File: config.mk
export PLATFORM = sky130hd
export DESIGN_NAME = phy_rx_lane_sync_ctrl
export DESIGN_NICKNAME = d
export VERILOG_FILES = /design/src/rtl/phy_rx_lane_sync_ctrl.sv
export SDC_FILE = /design/constraint.sdc
export NUM_CORES = 1
export LEC_CHECK = 0
export ABC_AREA = 0
export CAP_MARGIN = 20
export CORE_ASPECT_RATIO = 1.75
export CORE_MARGIN = 1
export CORE_UTILIZATION = 30
export CTS_CLUSTER_DIAMETER = 100
export CTS_CLUSTER_SIZE = 28
export DETAILED_ROUTE_END_ITERATION = 10
export GPL_TIMING_DRIVEN = 0
export PLACE_DENSITY = 0.64
export SLEW_MARGIN = 10
export SYNTH_ARGS = -nofsm -noshare
export SYNTH_HDL_FRONTEND = slang
export SYNTH_SLANG_ARGS = --single-unit
File: constraint.sdc
create_clock -name clk -period 1.93 [get_ports clk]
set_clock_uncertainty 0.05 [all_clocks]
set_input_delay 0.386 -clock clk [delete_from_list [all_inputs] [get_ports clk]]
set_output_delay 0.386 -clock clk [all_outputs]
set_load 0.01 [all_outputs]
File: src/rtl/phy_rx_lane_sync_ctrl.sv
// rtl/phy_rx_lane_sync_ctrl.sv - two-lane comma lock, link supervision and 32-bit word assembly
module phy_rx_lane_sync_ctrl #(
    parameter logic [7:0] COMMA    = 8'hBC,
    parameter int         LOCK_CNT = 4,
    parameter int         TIMEOUT  = 16
) (
    input  logic        clk,
    input  logic        reset,
    input  logic [7:0]  in_byte_0,
    input  logic [7:0]  in_byte_1,
    input  logic        in_byte_valid,
    output logic [31:0] out_data32,
    output logic        out_valid,
    output logic [1:0]  lane_active,
    output logic        link_up,
    output logic [7:0]  err_cnt
);

    typedef enum logic [1:0] {
        HUNT   = 2'd0,
        SYNC   = 2'd1,
        ACTIVE = 2'd2
    } lane_state_t;

    localparam logic [3:0] LOCK_LIM = LOCK_CNT[3:0];
    localparam logic [7:0] TMO_LIM  = TIMEOUT[7:0];

    lane_state_t state_q [2];
    lane_state_t state_d [2];
    logic [3:0]  cnt_q   [2];
    logic [3:0]  cnt_d   [2];
    logic [7:0]  lane_byte [2];
    logic [1:0]  is_comma;

    logic [7:0]  tmo_q;
    logic        half_q;
    logic [15:0] hi_q;

    logic        any_active;
    logic        link_ok;
    logic        mismatch;
    logic        tmo_hit;
    logic        drop;
    logic        data_pair;
    logic        discard;
    logic        err_evt;

    assign lane_byte[0] = in_byte_0;
    assign lane_byte[1] = in_byte_1;
    assign is_comma[0]  = (in_byte_0 == COMMA);
    assign is_comma[1]  = (in_byte_1 == COMMA);

    assign lane_active[0] = (state_q[0] == ACTIVE);
    assign lane_active[1] = (state_q[1] == ACTIVE);
    assign any_active     = |lane_active;
    assign link_ok        = &lane_active;
    assign link_up        = link_ok;

    // Link-loss and word events; a timeout and a mismatch share one drop, so they count once
    assign mismatch  = link_ok & in_byte_valid & (is_comma[0] ^ is_comma[1]);
    assign tmo_hit   = any_active & ~in_byte_valid & (tmo_q == TMO_LIM - 8'd1);
    assign drop      = mismatch | tmo_hit;
    assign data_pair = link_ok & in_byte_valid & ~is_comma[0] & ~is_comma[1];
    assign discard   = link_ok & in_byte_valid & is_comma[0] & is_comma[1] & half_q;
    assign err_evt   = drop | discard;

    // Per-lane comma hunt: next state and comma count
    always_comb begin
        for (int i = 0; i < 2; i++) begin
            state_d[i] = state_q[i];
            cnt_d[i]   = cnt_q[i];
            if (drop) begin
                state_d[i] = HUNT;
                cnt_d[i]   = 4'd0;
            end else if (in_byte_valid) begin
                case (state_q[i])
                    HUNT: begin
                        if (is_comma[i]) begin
                            cnt_d[i]   = 4'd1;
                            state_d[i] = (LOCK_LIM == 4'd1) ? ACTIVE : SYNC;
                        end
                    end
                    SYNC: begin
                        if (is_comma[i]) begin
                            cnt_d[i] = cnt_q[i] + 4'd1;
                            if (cnt_q[i] + 4'd1 == LOCK_LIM) begin
                                state_d[i] = ACTIVE;
                            end
                        end else begin
                            state_d[i] = HUNT;
                            cnt_d[i]   = 4'd0;
                        end
                    end
                    ACTIVE: begin
                        state_d[i] = ACTIVE;
                    end
                    default: begin
                        state_d[i] = HUNT;
                        cnt_d[i]   = 4'd0;
                    end
                endcase
            end
        end
    end

    // Lane state and comma count registers
    always_ff @(posedge clk or negedge reset) begin
        if (!reset) begin
            for (int i = 0; i < 2; i++) begin
                state_q[i] <= HUNT;
                cnt_q[i]   <= 4'd0;
            end
        end else begin
            for (int i = 0; i < 2; i++) begin
                state_q[i] <= state_d[i];
                cnt_q[i]   <= cnt_d[i];
            end
        end
    end

    // Strobe-gap counter, armed only while some lane is ACTIVE
    always_ff @(posedge clk or negedge reset) begin
        if (!reset) begin
            tmo_q <= 8'd0;
        end else if (drop || in_byte_valid || !any_active) begin
            tmo_q <= 8'd0;
        end else begin
            tmo_q <= tmo_q + 8'd1;
        end
    end

    // Pack two data pairs into one word; the upper half waits in hi_q until the pair completes
    always_ff @(posedge clk or negedge reset) begin
        if (!reset) begin
            half_q     <= 1'b0;
            hi_q       <= 16'd0;
            out_data32 <= 32'd0;
            out_valid  <= 1'b0;
        end else begin
            out_valid <= 1'b0;
            if (drop || discard) begin
                half_q <= 1'b0;
            end else if (data_pair) begin
                if (half_q) begin
                    out_data32 <= {hi_q, lane_byte[0], lane_byte[1]};
                    out_valid  <= 1'b1;
                    half_q     <= 1'b0;
                end else begin
                    hi_q   <= {lane_byte[0], lane_byte[1]};
                    half_q <= 1'b1;
                end
            end
        end
    end

    // Saturating error counter
    always_ff @(posedge clk or negedge reset) begin
        if (!reset) begin
            err_cnt <= 8'd0;
        end else if (err_evt && (err_cnt != 8'hFF)) begin
            err_cnt <= err_cnt + 8'd1;
        end
    end

endmodule

Word-level counts from Yosys, hierarchy flattened:

Cells that the tools add are included.

* register bits after elaboration: 78
* bits in latches: 0
* RAM bits: 0
* ROM bits: 0
* input port bits: 19
* output and inout port bits: 44
* logic and storage cells: 93
* memories: 0

* add/subtract/negate cells: 4
* multipliers: 0
* div/mod/pow operators: 0
* $lt $le $gt $ge: 0
* eq/ne operators: 16
* shifts and indexed selects: 0
* mux-type cells: 29
* bitwise logic cells: 17
* reductions and logical operators: 17

Operator list (count)
* 4-bit 2-to-1 mux: 8
* 4-bit one-hot mux with 3 select lines: 2
* 2-bit 2-to-1 mux: 10
* 3-bit AND reduction: 6
* 8-bit by 1-bit adder with 8-bit output (second input constant): 2
* 8-bit == test (second input constant): 2
* 2-bit one-hot mux with 3 select lines: 2
* 1-bit AND: 9
* 4-bit by 1-bit adder with 4-bit output (second input constant): 2
* 4-bit by 3-bit == test with 1-bit output (second input constant): 2
* 8-bit by 4-bit == test with 1-bit output (second input constant): 1
* 8-bit 2-to-1 mux: 1
* 4-bit inequality test (second input constant): 2
* 8-bit inequality test (second input constant): 1
* 1-bit 2-to-1 mux: 6
* 3-bit inequality test (second input constant): 2
* 1-bit inverter: 5
* 2-bit by 1-bit == test with 1-bit output (second input constant): 2
* 2-bit == test (second input constant): 2
* 2-bit logical NOT: 2
* 2-bit by 1-bit inequality test with 1-bit output (second input constant): 2
* 2-bit nonzero test: 2
* 1-bit logical OR: 3
* 1-bit bitwise OR: 2
* other kinds (5): 5

Depth between registers and ports, before layout:

Gate-level depths: netlist of run 1.

* word-level depth: 9
* gate-level depth with buffers: 8
* gate-level depth less buffers: 7

Least setup slack after synthesis of run 1:

No wires, ideal clock.

* path type: reg-to-reg
* start point: register tmo_q[0]
* end point: register out_data32[0]
* arrival: 1.859 ns
* data required time: 1.755 ns
* setup slack: -0.104 ns
* cell stages (with the launch flop): 8
* period minus slack after synthesis: 2.034 ns
* path through: dfrtp_1 -> ha_1 -> and3_1 -> o2111ai_1 -> nand2_1 -> nor3_4 -> buf_6 -> mux2_2

* longest elaborated chain between the ends: 6

Ends and longest elaborated chain
* start, declared: line 35 `logic [7:0] tmo_q;`
* start signal, assigned: line 128 `tmo_q <= tmo_q + 8'd1;`
* 8-bit by 4-bit == test with 1-bit output: line 61 `assign tmo_hit = any_active & ~in_byte_valid & (tmo_q == TMO_LIM - 8'd1);`
* 1-bit AND: line 61
* 1-bit bitwise OR: line 62 `assign drop = mismatch | tmo_hit;`
* 1-bit logical OR: line 141 `if (drop || discard) begin`
* 1-bit inverter (no line)
* 3-bit AND reduction (no line)
* end signal, assigned: line 145 `out_data32 <= {hi_q, lane_byte[0], lane_byte[1]};`
* end, declared: line 12 `output logic [31:0] out_data32,`

Every way passes these cells.
A chain may end at the register's enable or synchronous reset.

Worst setup path after layout of run 1:

* start point: register state_q[0] (netlist name)
* end point: register hi_q[2]

* longest elaborated chain between the ends: 9

Ends and longest elaborated chain
* start, declared: line 28 `lane_state_t state_q [2];`
* start signal, assigned by index: line 115 `state_q[i] <= state_d[i];`
* 2-bit == test (*): line 54 `assign lane_active[1] = (state_q[1] == ACTIVE);`
* 2-bit AND reduction: line 56 `assign link_ok = &lane_active;`
* 1-bit AND: line 60, 63, 64
* 1-bit AND (3 in a row): line 64 `assign discard = link_ok & in_byte_valid & is_comma[0] & is_comma[1] & half_q;`
* 1-bit logical OR: line 141
* 1-bit inverter (no line)
* 3-bit AND reduction (no line) (*)
* end signal, assigned: line 149 `hi_q <= {lane_byte[0], lane_byte[1]};`
* end, declared: line 37 `logic [15:0] hi_q;`

Every way passes the cells marked *; elsewhere a longest branch is shown, timed or not.

==> flow_summary.json, run 1 <==
{
  "totalWireLength_mm": 8.78,
  "place.gp.congestion": 0.778,
  "fillers": 1000,
  "power.switching_w": 0.000708,
  "globalRouteOverflowTotal": 0,
  "grt_pass1_vias": 2756,
  "synthArstFlopShare_pct": 100,
  "fin_hold_ws_ns": 0.00951,
  "synth_flop_cell": "dfrtp_1",
  "outcome": "complete, but fails checks",
  "path_max_fanout": 5,
  "power_density_nw_per_um2": 641,
  "startpoint": "state_q[0]",
  "clockBufferDepth": 2,
  "finalHoldViolations": 0,
  "wl_per_cell_um": 16.6,
  "grt_pass1_wl_mm": 14.0,
  "max_freq_mhz": 501,
  "die_width_um": 84.0,
  "p_leak_nw": 2.50,
  "synth_most_common_cell": "dfrtp_1",
  "p_int_w": 0.00271,
  "setup_viol": 39,
  "grt_usage_pct": 14.5,
  "syn2layout_area_growth_pct": 50.8,
  "antennaDiodeCount": 0,
  "clock_latency_ns": 0.33,
  "synth_area_per_cell_um2": 12.5,
  "synth_cell_types": 42,
  "synth-edff-count": 0,
  "synthCells": 283,
  "yosysTopAreaCell": "dfrtp_1",
  "synth_nets": 308,
  "vias_per_cell": 4.96,
  "clock_sinks": 78,
  "core_um2": 11500,
  "cp.required_ns": 2.10,
  "cts_max_level": 3,
  "combinationalPowerShare_pct": 3.2,
  "rsz0062_at_grt": "yes",
  "drive_gt1_share_pct": 37.7,
  "synth_common_cells": "dfrtp_1, mux2_2, nand2_1",
  "path_clk_slew_ns": 0.06,
  "cts_buffers": 9,
  "num_rows": 52,
  "r2r_start": "state_q[0]",
  "finalPower_w": 0.00341,
  "synth_area_leaders": "dfrtp_1, mux2_2, nand2_1",
  "ant_nets": 0,
  "dr.pass1.iters": 7,
  "clock_power_share_pct": 48.4,
  "swShare_pct": 20.7,
  "relSlewSlack_pct": 60.5,
  "root_buffer": "clkbuf_16",
  "final_nets": 415,
  "fin_crit_sh_pct": 103,
  "yosys_register_bits": 78,
  "fp.dieH_um": 146,
  "fin_ws_ns": -0.0662,
  "cts_tree": "yes",
  "cp-end-kind": "flip-flop",
  "hold_class": "primary input to async pin",
  "port_buffers": 61,
  "seqPwrFrac_pct": 48.3,
  "ys_warn_count": 0,
  "reg2reg_slack_ns": -0.07,
  "antenna_found_initial": 0,
  "report.final.slew_viol_count": 0,
  "cap_violations": 0,
  "drcViolationCount": 8,
  "via_count": 2618,
  "start_util_pct": 30.7,
  "crit_type": "flip-flop to flip-flop",
  "dieArea_um2": 12200,
  "io-pin-count": 63,
  "dp_hpwl_mm": 5.62,
  "period_needed_ns": 2.00,
  "worstMarginPinSlew_ns": 0.592,
  "grt_start_max_net_pins": 46,
  "ys_seq_area_share_pct": 55.2,
  "synth_area_um2": 3530,
  "netlist.area_leader.share_pct": 55.2,
  "start_kind": "flip-flop",
  "critPathArrivalTime_ns": 2.16,
  "violations": "DRC, setup timing",
  "ir_drop_mv": 0.490,
  "drt-initial-drc-count": 94
}
-- layout by cell type (no fill, tap or decap), drive strengths merged, types with 2 or more instances in the layout --
cell,n
and4,2
xor2,9
a21o,2
nor2,20
dlygate4sd2,18
inv,5
ha,6
and4bb,3
nor2b,2
or4,4
a21oi,7
nor3,6
buf,43
a21boi,2
a2bb2oi,2
clkdlybuf4s50,41
and4b,2
dfrtp,78
xnor2,7
nor4,2
o21ai,6
clkbuf,12
nand2,30
nand3,14
nand2b,3
mux2,49
o22ai,4
and3,3
-- logic make-up after synthesis --
logic type                 Yosys count  share of synthesized area [%]
muxes                               50                           15.9
adders and majority gates            6                           2.12
DFF                                 78                           55.2
xor gates and xnor gates            16                           3.97
buffers and inverters               12                           2.48
AOI/OAI and AO/OA                   28                           5.42
and+or+nand+nor                     93                           14.9
-- metrics by stage --
step           setup TNS [ns]  area (um^2)  instances  setup slack (ns)  util (%)
2_1_floorplan          -0.614         3630        283           -0.0350         -
3_3_place_gp          -229.90         4410        479             -2.34      38.3
3_5_place_dp           -48.36         4420        480            -0.889      38.4
4_1_cts                 -1.63         5140        515            -0.101      44.7
5_1_grt                 -4.29         5330        528            -0.131      46.3
6_report                -1.54         5330        528           -0.0662      46.3
-- registers in the layout (all words and copies together) (netlist names) --
name,cells
state_q,4
hi_q,16
cnt_q,8
err_cnt,8
half_q,1
tmo_q,8
out_data32,32
out_valid,1
-- metal layers --
| layer | part of all wire (%) | wire, um | track usage [%] | up-vias |
|---|---|---|---|---|
| met4 | 1.1 | 95 | 4.83 | 0 |
| li1 | - | - | - | 1212 |
| met5 | 0 | 0 | 0 | - |
| met3 | 3.6 | 315 | 3.06 | 8 |
| met2 | 55 | 4810 | 26.4 | 50 |
| met1 | 41 | 3560 | 16.6 | 1348 |
-- timing repair --
action	CTS	global route
hold buffers	0	0
gates cloned	4	0
setup endpoints to repair	72	66
resized for setup	73	32
pin swaps	15	11
buffers inserted	17	16
-- critical path, stage by stage (launching register included) --
cell and delay [ns]:
dfrtp_2 0.43, and4bb_2 0.34, nand2_4 0.09, buf_12 0.14, nor3_4 0.33, buf_6 0.19, mux2_4 0.30
-- worst paths after layout --
| kind | end | cells past startpoint |
|---|---|---|
| worst max-delay path | hi_q[2] | 6 |
| worst min-delay path | out_data32[20] | 1 |
| worst max register to register | hi_q[2] | 6 |
| worst min register to register | out_data32[29] | 1 |
| max in group asynchronous | out_data32[8] | 2 |
| min in group clk | state_q[0] | 3 |
-- cell type report --
cell class / instances / area (um^2) / share of cell area [%]
repair buffers: 98 / 991 / 18.6
clock buffers: 11 / 243 / 4.56
well taps: 135 / 169 / 3.17
multi-input cells: 193 / 1830 / 34.4
clock inverters: 3 / 46.3 / 0.869
inverters: 5 / 18.8 / 0.352
plain buffers: 5 / 67.6 / 1.27
flip-flops and latches: 78 / 1960 / 36.8
-- power by group through the flow --
stage | logic [W] | registers [W] | clock network (W)
floorplan | 0.0000268 | 0.00168 | 0
global placement | 0.000110 | 0.00168 | 0
detailed placement | 0.000117 | 0.00168 | 0
CTS | 0.000110 | 0.00165 | 0.00169
global route | 0.000126 | 0.00165 | 0.00174
finish | 0.000111 | 0.00165 | 0.00165
Power figures use the tool's default switching activity.
==> run 2, diff against run 1 <==
==> constraint.sdc (replaced) <==
create_clock -name clk -period 1.93 [get_ports clk]
set_clock_uncertainty 0.05 [all_clocks]
set_input_delay 0.386 -clock clk [delete_from_list [all_inputs] [get_ports clk]]
set_output_delay 0.386 -clock clk [all_outputs]
set_load 0.005 [all_outputs]
==> flow_summary.json, run 2 (same netlist as run 1, synthesis figures left out) <==
{
  "rsz0062_at_grt": "yes",
  "cp-end-kind": "flip-flop",
  "core_um2": 11500,
  "largest_register_ffs": 32,
  "vias_per_cell": 4.96,
  "antenna_found_initial": 0,
  "clockBufferDepth": 2,
  "totalWireLength_mm": 8.94,
  "fin_hold_ws_ns": 0.339,
  "drcViolationCount": 6,
  "relSlewSlack_pct": 67.1,
  "fin_area_um2": 5270,
  "crit_type": "flip-flop to flip-flop",
  "port_buffers": 61,
  "setup_viol": 29,
  "violations": "DRC, setup timing",
  "grt_pass1_vias": 2814,
  "final_nets": 422,
  "drive_gt1_share_pct": 37.6,
  "multi_input_area_um2": 1760,
  "largest-register": "out_data32",
  "place.gp.congestion": 0.764,
  "dp_hpwl_mm": 5.57,
  "power_density_nw_per_um2": 662,
  "globalRouteOverflowTotal": 0,
  "root_buffer": "clkbuf_16",
  "grt_usage_pct": 15.3,
  "cp.required_ns": 2.10,
  "dr.pass1.iters": 7,
  "ant_nets": 0,
  "clock_sinks": 78,
  "fin_crit_sh_pct": 104,
  "start_kind": "flip-flop",
  "fin_ws_ns": -0.0706,
  "syn2layout_area_growth_pct": 49.3,
  "cts_tree": "yes",
  "drt-initial-drc-count": 93,
  "report.final.slew_viol_count": 0,
  "grt_start_max_net_pins": 43,
  "layout_common_cells": "dfrtp_1, clkdlybuf4s50_1, buf_4, mux2_4, nand2_1",
  "cap_violations": 0,
  "p_leak_nw": 2.49,
  "cts_max_level": 3,
  "worstMarginPinSlew_ns": 0.493,
  "die_width_um": 84.0,
  "io-pin-count": 63,
  "placed_area_um2": 4340,
  "wl_per_cell_um": 16.6,
  "clock_latency_ns": 0.33,
  "outcome": "complete, but fails checks",
  "hold_class": "primary input to flip-flop",
  "finalHoldViolations": 0,
  "fillers": 1034,
  "path_max_fanout": 5,
  "antennaDiodeCount": 0,
  "critPathArrivalTime_ns": 2.17,
  "path_clk_slew_ns": 0.06,
  "num_rows": 52,
  "ff_latch_area_um2": 1960,
  "max_freq_mhz": 500,
  "fp.dieH_um": 146,
  "top_regs": "out_data32 (32), hi_q (16)",
  "finalPower_w": 0.00349,
  "via_count": 2665,
  "dieArea_um2": 12200,
  "grt_pass1_wl_mm": 14.5,
  "mostFrequentLayoutCell": "dfrtp_1",
  "start_util_pct": 30.7,
  "ir_drop_mv": 0.583,
  "period_needed_ns": 2.00,
  "cts_buffers": 9
}
==> run 2: what timing repair did <==
item	CTS	global route
endpoints found under the hold margin	36	0
gates resized for setup	76	31
hold buffers	1	0
setup endpoints to repair	72	61
pin swaps	19	7
gates cloned	4	0
buffers inserted	30	12
==> run 2: critical path, stage by stage, from the launching register on <==
cell and delay (ns):
dfrtp_1 0.39, ha_2 0.20, and3_4 0.19, o2111ai_4 0.09, nand2_2 0.10, nor3_4 0.16
buf_6 0.16, buf_4 0.13, buf_16 0.11, mux2_2 0.32
==> run 2: final timing paths <==
| kind | start | endpoint | slack (ns) | cells past startpoint |
|---|---|---|---|---|
| worst max-delay path | tmo_q[0] | out_data32[12] | -0.07 | 9 |
| worst min-delay path | in_byte_valid | state_q[0] | 0.34 | 3 |
| worst max register to register | tmo_q[0] | out_data32[12] | -0.07 | 9 |
| worst min register to register | err_cnt[5] | err_cnt[5] | 0.45 | 1 |
| max in group asynchronous | reset | state_q[1] | 0.73 | 3 |
| min in group asynchronous | reset | err_cnt[0] | 0.50 | 2 |
==> run 2: stage by stage <==
stage	setup TNS, ns	instances	setup slack, ns	util [%]
2_1_floorplan	-0.0489	283	-0.00544	-
3_3_place_gp	-227.98	479	-2.32	37.6
3_5_place_dp	-49.37	480	-0.950	37.7
4_1_cts	-1.64	531	-0.0961	44.7
5_1_grt	-3.93	537	-0.137	45.8
6_report	-1.17	537	-0.0706	45.8
==> run 2: where the power goes <==
part	internal [W]	switching, W
sequential	0.00164	0.00000873
clock	0.00102	0.000712
combinational	0.0000409	0.0000704
==> run 2: cell type report <==
cell class                 instances  share of cell area, %
tap                              135                   3.20
clock buffer                       9                   4.27
inverter                           5                  0.356
sequential                        78                   37.1
timing repair buffer             105                   18.8
clock inverter                     7                   1.52
buffer                             5                   1.28
multi-input combinational        193                   33.4
==> run 2: metal layers <==
layer  track usage (%)  up-vias  share of wire, %
met5                 0        -                 0
met2              26.7       54                54
met3              3.29       16               3.1
met4              8.19        0               3.0
li1                  -     1224                 -
met1              17.3     1371                40
==> run 3, diff against run 2 <==
--- a/config.mk
+++ b/config.mk
@@ -14,7 +14,6 @@
 export CTS_CLUSTER_SIZE = 28
 export DETAILED_ROUTE_END_ITERATION = 10
 export GPL_TIMING_DRIVEN = 0
-export PLACE_DENSITY = 0.64
 export SLEW_MARGIN = 10
 export SYNTH_ARGS = -nofsm -noshare
 export SYNTH_HDL_FRONTEND = slang
==> flow_summary.json, run 3 (same netlist as run 1, synthesis figures left out) <==
{
  "grt_pass1_wl_mm": 14.7,
  "swShare_pct": 22.2,
  "cp.required_ns": 2.10,
  "combinationalPowerShare_pct": 3.3,
  "drcViolationCount": 2,
  "grt_start_max_net_pins": 56,
  "wl_met1_mm": 3.54,
  "top_layer_used": "met4",
  "reg2reg_depth": 8,
  "layout_common_cells": "dfrtp_1, mux2_4, clkdlybuf4s50_1",
  "fin_cells": 543,
  "reg2reg_slack_ns": -0.08,
  "start_kind": "flip-flop",
  "fin_hold_ws_ns": 0.355,
  "worstMarginPinSlew_ns": 0.660,
  "period_needed_ns": 2.01,
  "start_util_pct": 30.7,
  "cap_violations": 0,
  "ir_drop_mv": 0.485,
  "dieArea_um2": 12200,
  "die_width_um": 84.0,
  "globalRouteOverflowTotal": 0,
  "outcome": "complete, but fails checks",
  "startpoint": "state_q[2]",
  "path_clk_slew_ns": 0.06,
  "top_regs": "out_data32 (32), hi_q (16)",
  "r2r_end": "out_data32[2]",
  "endpoint": "out_data32[2]",
  "core_um2": 11500,
  "dp_hpwl_mm": 5.56,
  "antennaDiodeCount": 0,
  "clock_latency_ns": 0.34,
  "hold_class": "primary input to flip-flop",
  "cp-end-kind": "flip-flop",
  "ant_nets": 0,
  "p_leak_nw": 2.58,
  "p_int_w": 0.00273,
  "power_density_nw_per_um2": 635,
  "drt-initial-drc-count": 108,
  "placed_area_um2": 4350,
  "clockBufferDepth": 2,
  "fillers": 986,
  "violations": "DRC, setup timing",
  "grt_usage_pct": 15.6,
  "cts_max_level": 3,
  "io-pin-count": 63,
  "dp_slack_ns": -0.933,
  "largest_register_ffs": 32,
  "path_max_fanout": 5,
  "clock_power_share_pct": 49.7,
  "wl_met3_um": 398,
  "post-place-cells": 480,
  "wl_per_cell_um": 16.9,
  "root_buffer": "clkbuf_16",
  "fp.dieH_um": 146,
  "seqPwrFrac_pct": 47.0,
  "rsz0062_at_grt": "yes",
  "crit_type": "flip-flop to flip-flop",
  "drive_gt1_share_pct": 40.9,
  "num_rows": 52,
  "dr.pass1.iters": 7,
  "finalHoldViolations": 0,
  "mostFrequentLayoutCell": "dfrtp_1",
  "max_freq_mhz": 497,
  "fin_area_um2": 5520,
  "totalWireLength_mm": 9.20,
  "r2r_start": "state_q[2]",
  "setup_viol": 48,
  "finalPower_w": 0.00351,
  "power.switching_w": 0.000778,
  "fin_crit_sh_pct": 104,
  "fin_ws_ns": -0.0815,
  "wl_met2_mm": 4.95,
  "cts_tree": "yes",
  "final_nets": 428,
  "via_count": 2717,
  "antenna_found_initial": 0,
  "port_buffers": 61,
  "vias_per_cell": 5.00,
  "relSlewSlack_pct": 55.5,
  "clock_sinks": 78,
  "critPathArrivalTime_ns": 2.18,
  "syn2layout_area_growth_pct": 56.3,
  "largest-register": "out_data32",
  "grt_pass1_vias": 2902,
  "place.gp.congestion": 0.740,
  "report.final.slew_viol_count": 0,
  "cts_buffers": 9
}
-- run 3: changes by cell type in the layout (fill, tap and decap cells not counted), sizes merged --
cell           change
clkdlybuf4s15      -1
buf                +6
clkbuf             +2
inv                -1
-- run 3: worst min-delay path by stage --
stage,startpoint,endpoint,depth (start not counted)
floorplan,reset,cnt_q[0],0
global placement,tmo_q[0],tmo_q[0],1
detailed placement,reset,err_cnt[4],1
CTS,in_byte_valid,state_q[0],3
global route,in_byte_valid,state_q[0],3
finish,in_byte_valid,state_q[0],3
-- run 3: final cells by class --
type / instances / area, um^2 / share of cell area, %
flip-flops and latches: 78 / 1960 / 35.5
clock buffers: 10 / 239 / 4.33
well taps: 135 / 169 / 3.06
multi-input cells: 193 / 1880 / 34.0
repair buffers: 111 / 1130 / 20.4
clock inverters: 6 / 68.8 / 1.25
inverters: 5 / 18.8 / 0.340
plain buffers: 5 / 66.3 / 1.20
-- run 3: timing repair --
| action | CTS | global route |
|---|---|---|
| hold buffers | 1 | 0 |
| gates cloned | 4 | 0 |
| pin swaps | 19 | 13 |
| endpoints found under the setup margin | 72 | 68 |
| gates resized for setup | 105 | 38 |
| endpoints found under the hold margin | 23 | 0 |
| buffers inserted | 26 | 18 |
-- run 3: power groups by stage --
stage | registers (W) | clock network, W | logic, W
detailed placement | 0.00168 | 0 | 0.000119
CTS | 0.00165 | 0.00178 | 0.000116
global placement | 0.00168 | 0 | 0.000109
finish | 0.00165 | 0.00174 | 0.000117
global route | 0.00165 | 0.00184 | 0.000132
floorplan | 0.00168 | 0 | 0.0000264
-- run 3: stage by stage --
stage	TNS (ns)	util, %
after detailed placement	-50.07	37.8
after global routing	-5.02	47.9
after CTS	-4.03	45.7
final	-2.17	47.9
after global placement	-227.12	37.6
after floorplan	-0.0489	-
-- run 3: worst max-delay path: stages, from the launching register on --
cell	delay, ns
dfrtp_2	0.43
and4bb_2	0.33
buf_6	0.12
nand2_8	0.06
nor3_4	0.21
buf_12	0.15
buf_12	0.10
buf_8	0.13
mux2_4	0.31
-- run 3: per-layer routing --
| layer | track usage [%] | vias to the layer above |
|---|---|---|
| li1 | - | 1234 |
| met1 | 16.7 | 1387 |
| met2 | 27.6 | 74 |
| met3 | 3.69 | 22 |
| met4 | 8.97 | 0 |
| met5 | 0 | - |
